[config.mk]
export PLATFORM = sky130hd
export DESIGN_NAME = expansion_input_debounce
export DESIGN_NICKNAME = d
export VERILOG_FILES = /design/src/rtl/expansion_input_debounce.sv
export SDC_FILE = /design/constraint.sdc
export NUM_CORES = 1
export LEC_CHECK = 0
export ABC_AREA = 1
export CAP_MARGIN = 5
export CORE_AREA = 2 2 83 85
export DETAILED_ROUTE_END_ITERATION = 6
export DIE_AREA = 0 0 85 87
export PLACE_DENSITY_LB_ADDON = 0.3
export SLEW_MARGIN = 5
export SYNTH_ARGS = -nofsm -noshare
export SYNTH_HDL_FRONTEND = slang
export SYNTH_SLANG_ARGS = --single-unit
[constraint.sdc]
create_clock -name clk -period 5.38 [get_ports clk]
set_clock_uncertainty 0.2 [all_clocks]
set_input_delay 1.614 -clock clk [delete_from_list [all_inputs] [get_ports clk]]
set_output_delay 1.614 -clock clk [all_outputs]
set_load 0.01 [all_outputs]
[src/rtl/expansion_input_debounce.sv]
// Synchronises the parallel word from the shift-register input expander and
// debounces every bit independently, publishing stable levels and edge strobes.
module expansion_input_debounce #(
  parameter int WIDTH        = 8,
  parameter int SAMPLE_DIV   = 1000,
  parameter int STABLE_COUNT = 4
) (
  input  logic             clk,
  input  logic             reset,
  input  logic [WIDTH-1:0] raw_in,
  output logic [WIDTH-1:0] data_out,
  output logic [WIDTH-1:0] rise,
  output logic [WIDTH-1:0] fall,
  output logic             changed
);

  localparam int PW = (SAMPLE_DIV > 1) ? $clog2(SAMPLE_DIV) : 1;
  localparam int CW = (STABLE_COUNT > 1) ? $clog2(STABLE_COUNT + 1) : 1;
  localparam logic [PW-1:0] PRESC_LAST = PW'(SAMPLE_DIV - 1);
  localparam logic [CW-1:0] CNT_LAST   = CW'(STABLE_COUNT - 1);

  logic [WIDTH-1:0] sync1_q, sync2_q;
  logic [WIDTH-1:0] data_q, data_d;
  logic [WIDTH-1:0] rise_q, rise_d;
  logic [WIDTH-1:0] fall_q, fall_d;
  logic             changed_q, changed_d;
  logic [PW-1:0]    presc_q, presc_d;
  logic [CW-1:0]    cnt_q [WIDTH];
  logic [CW-1:0]    cnt_d [WIDTH];
  logic             tick;

  always_comb begin
    tick    = (presc_q == PRESC_LAST);
    presc_d = tick ? '0 : presc_q + PW'(1);
    data_d  = data_q;
    rise_d  = '0;
    fall_d  = '0;
    for (int i = 0; i < WIDTH; i++) begin
      cnt_d[i] = cnt_q[i];
      if (tick) begin
        // any sample that agrees with the published level restarts the run
        if (sync2_q[i] == data_q[i]) begin
          cnt_d[i] = '0;
        end else if (cnt_q[i] == CNT_LAST) begin
          data_d[i] = sync2_q[i];
          cnt_d[i]  = '0;
          rise_d[i] = sync2_q[i];
          fall_d[i] = ~sync2_q[i];
        end else begin
          cnt_d[i] = cnt_q[i] + CW'(1);
        end
      end
    end
    changed_d = |(rise_d | fall_d);
  end

  always_ff @(posedge clk or posedge reset) begin
    if (reset) begin
      sync1_q   <= '0;
      sync2_q   <= '0;
      data_q    <= '0;
      rise_q    <= '0;
      fall_q    <= '0;
      changed_q <= 1'b0;
      presc_q   <= '0;
      for (int i = 0; i < WIDTH; i++) cnt_q[i] <= '0;
    end else begin
      sync1_q   <= raw_in;
      sync2_q   <= sync1_q;
      data_q    <= data_d;
      rise_q    <= rise_d;
      fall_q    <= fall_d;
      changed_q <= changed_d;
      presc_q   <= presc_d;
      for (int i = 0; i < WIDTH; i++) cnt_q[i] <= cnt_d[i];
    end
  end

  assign data_out = data_q;
  assign rise     = rise_q;
  assign fall     = fall_q;
  assign changed  = changed_q;

endmodule

-- Word-level counts from Yosys, hierarchy flattened
Cells that the tools add are included.
- output and inout bits: 25
- bits of input ports: 10
- register bits: 75
- word-level logic and storage cells: 139
- $add $sub $neg: 9
- reduce and logical (&&, ||, !) cells: 9
- bitwise logic cells: 17
- mux-type cells: 65
- equal/unequal tests: 17
- operators by type and width (cell ; count):
    1-bit two-way mux ; 48
    3-bit two-way mux ; 16
    3-bit by 1-bit adder with 3-bit output (second input constant) ; 8
    3-bit by 2-bit equality test with 1-bit output (second input constant) ; 8
    3-bit AND reduction ; 8
    1-bit inverter ; 16
    10-bit by 1-bit adder with 10-bit output (second input constant) ; 1
    10-bit equality test (second input constant) ; 1
    10-bit two-way mux ; 1
    1-bit equality test ; 8
    8-bit OR ; 1
    8-bit OR reduction ; 1

-- Logic depth before layout (Yosys ltp)
- depth in word-level cells: 6
- gate-level depth with buffers: 8
- depth with buffers taken out: 8

-- Worst setup path after synthesis
No wires, ideal clock.
- path kind: flip-flop to output port
- start point: reg data_q[7] (netlist: data_out[7])
- end point: out data_out[7]
- stages on the path, launching flop included: 1
- required time: 3.566 ns
- arrival time: 0.402 ns
- buffers on the path: 0
- slack: 3.164 ns
- cell sequence: dfrtp_1
- RTL lines (element ; RTL line ; source):
    from (decl) ; 23 ; logic [WIDTH-1:0] data_q, data_d;
    from (signal assigned) ; 70 ; data_q <= data_d;
    to (decl) ; 11 ; output logic [WIDTH-1:0] data_out,
No word-level cell between the ends.

-- Worst setup path after layout
- start point: reg data_q[5] (netlist: data_out[5])
- end point: out data_out[5]
No word-level cell between the ends.

==> impl_results.md <==
* HP Class: flop to flop
* Hold_buf cts at 0
* CTS tree: built
* Worst Path Required at 3570 ps
* Ys async rst share at 100%
* CTS Buffer Depth at 2
* Crit-path max FO at 3
* Initial core utilization at a little under half
* Synthesis-stage register bit count at 75
* Synth Area in Adders at between 3 and 4%
* Synth cell types at 26
* CTS buffer count at 9
* Avg WL per Cell at 12.2 µm
* Layout net count at 357
* Outcome: completed
* Number of global-route vias before repair at between 1500 and 2000
* Commonest cells post-synth: dfrtp_1 (75), inv_1 (41), nand2_1 (40)
* Post-DRT Antenna Nets at 0
* Most frequent cell after synthesis: dfrtp_1
* GR Util All Layers at 15.7%
* Post-synthesis xor/xnor area fraction at 3.34%
* Clock Tree Root: clkbuf_8
* Fmax at 323 MHz
* Crit path arrival time at ~1300 ps
* Min-delay src: sync1_q[2]
* Period Utilization, post-route at 57.5%
* CP max-delay cell: clkdlybuf4s50_1
* Power per cell area at 282 nW/µm²
* Slew Viols, Final at 0
* Clk Latency, worst-skew pair at 340 ps
* Maximum vdd drop at approximately 0.21 mV
* Post-CTS Setup Bufs at 0
* Die outline height at 87 µm
* Synth top area share at 59.7%
* Worst Hold Depth at 0
* Sequential cell area at 1880 µm²
* Row cnt at 30
* Worst reg2reg path startpoint: presc_q[0]
* Synth Area in Compound Gates at roughly a tenth
* Top FF cell, synth: dfrtp_1
* Die X at 85 µm
* Number of I/O port buffers at 34
* Max-slew headroom at 47.0%
* Drt pass-1 iters at 4
* Crit end category: primary output
* Final setup vio count at 0
* Syn Inst Count at between 200 and 300
* CP max stage delay at 550 ps
* Hold endpoint: sync2_q[2]
* Post-Synth Simple-Gate Area at 17.9%
* Worst reg2reg setup slack at 3510 ps
* Reg clk slew, reported paths at 80 ps
* Tmin final at 3090 ps
* Dpl cells at 407
* Setup TNS at 0 ps
* Full die area at roughly 7400 µm²
* Avg Inst Size Synth at 10.7 µm²
* Post-synthesis mux area share at 0%
* Post-synth EDFFs at 0
* Post-synthesis sequential area ratio at 59.7%
* Multi-input logic area at 1080 µm²
* CTS Sinks at 75
* Placer Congestion at 0.754
* Final cell count without fillers at 423
* R2r endpoint: presc_q[0]
* First-pass GRT wire length at approximately 9 mm
* DR iter-0 viols at 95
* Layout area overhead at 21.0%
* Ratio of cells with drive above 1 in the final layout at 14.6%
* Core area at around 6600 µm²
* Dpl hpwl at about 3.6 mm
* RSZ-0062 raised after global routing: false
* Final hold viol count at 0
* Critical path's top delay family: buffers and inverters
* Num ports at 35
* CP Buf/Inv Count at 1
* Drt drc at 0
* Largest family of logic cells by synthesized area: simple AND/OR/NAND/NOR gates
* ANT cells at 0
* Initial antenna violation count at 0
* H-tree Lvls at 3
* FILL cells at 553
* Crit path cell chain: clkdlybuf4s50_1
* Pin count of the biggest net entering global routing at 41
* Syn_nets at 313
* Worst reg-to-reg path cell count at 7
* Measured slew at the worst slew-check pin at 794 ps
* P_leak at 2.00 nW
* Number of synthesis warnings at 0
* Max cap viols at 0
* Vias at ~2000
* Startpoint types: flop
* Mapped cell area at 3140 µm²
* Via/cell ratio at between 4 and 5
* Total global routing overflow at 0
* Synth area leader: dfrtp_1
* Cts repair resizes at 0
* Synth top area cells: dfrtp_1 (60%), inv_1 (4.9%), nand2_1 (4.8%), nor2_1 (3.9%), ha_1 (3.6%)
* CP Class: flop to primary output
* Post-Route WL at about 5.1 mm
[cells in the final DEF, fill, tap and decap left out, drive strengths merged, types with 4 or more instances in the layout]
cell type / synthesis / layout
a21boi: 8 / 8
a21oi: 9 / 9
clkbuf: 0 / 10
clkdlybuf4s50: 0 / 34
dfrtp: 75 / 75
ha: 9 / 9
inv: 45 / 45
nand2: 43 / 43
nand3: 4 / 4
nand4: 8 / 8
nor2: 37 / 37
nor3: 4 / 4
o21ai: 11 / 11
o31ai: 16 / 16
or2: 9 / 9
xor2: 12 / 12
[power by group]
part / switching, mW / leakage [nW] / total [mW] / internal [mW]
sequential: 0.00340 / 0.997 / 0.573 / 0.569
clock: 0.202 / 0.108 / 0.476 / 0.274
combinational: 0.0172 / 0.897 / 0.0264 / 0.00912
[kinds of logic (layout without fill, tap and decap cells)]
kind of cell / after synthesis / in the layout
AOI/OAI and AO/OA: 44 / 44
adders and majority gates: 9 / 9
and+or+nand+nor: 106 / 106
xor gates and xnor gates: 12 / 12
DFF: 75 / 75
buffers and inverters: 48 / 97
[sequential cells by signal (all words and copies together) (netlist names)]
| signal | count |
|---|---|
| rise | 8 |
| sync1_q | 8 |
| presc_q | 10 |
| fall | 8 |
| cnt_q | 24 |
| changed | 1 |
| data_out | 8 |
| sync2_q | 8 |
[metal layers]
metal  GRT usage (%)  up-vias  wire [µm]
met5               0        -          0
met4            7.07        0         79
met3            4.93        8        184
met2            24.7       28       2460
met1            20.1      969       2420
li1                -     1037          -
[area by class of cell]
| cell class | instances | area share, % |
|---|---|---|
| timing repair buffer | 36 | 9.34 |
| tap | 80 | 2.63 |
| multi-input combinational | 171 | 28.3 |
| clock buffer | 10 | 3.62 |
| sequential | 75 | 49.3 |
| clock inverter | 6 | 2.33 |
| inverter | 45 | 4.44 |
[worst max path at each step]
stage,slack (ps),depth (start not counted),end,start
after detailed placement,2240,3,cnt_q[3],reset
after global routing,2230,1,data_out[4],data_out[4]
after CTS,2260,1,data_out[3],data_out[3]
after global placement,2270,3,cnt_q[3],reset
after floorplan,1660,1,changed,reset
final,2290,1,data_out[5],data_out[5]
[per-stage QoR]
stage / hold slack, ps / instance area, µm² / worst slack (ps) / util, % / power [mW]
finish: 151 / 3800 / 2290 / 57.9 / 1.07
CTS: 152 / 3800 / 2260 / 57.9 / 1.09
detailed placement: 135 / 3580 / 2240 / 54.5 / 0.612
floorplan: 131 / 3140 / 1660 / - / 0.599
global route: 161 / 3800 / 2230 / 57.9 / 1.12
global placement: 133 / 3580 / 2270 / 54.5 / 0.611
(Power assumes the default switching activity.)
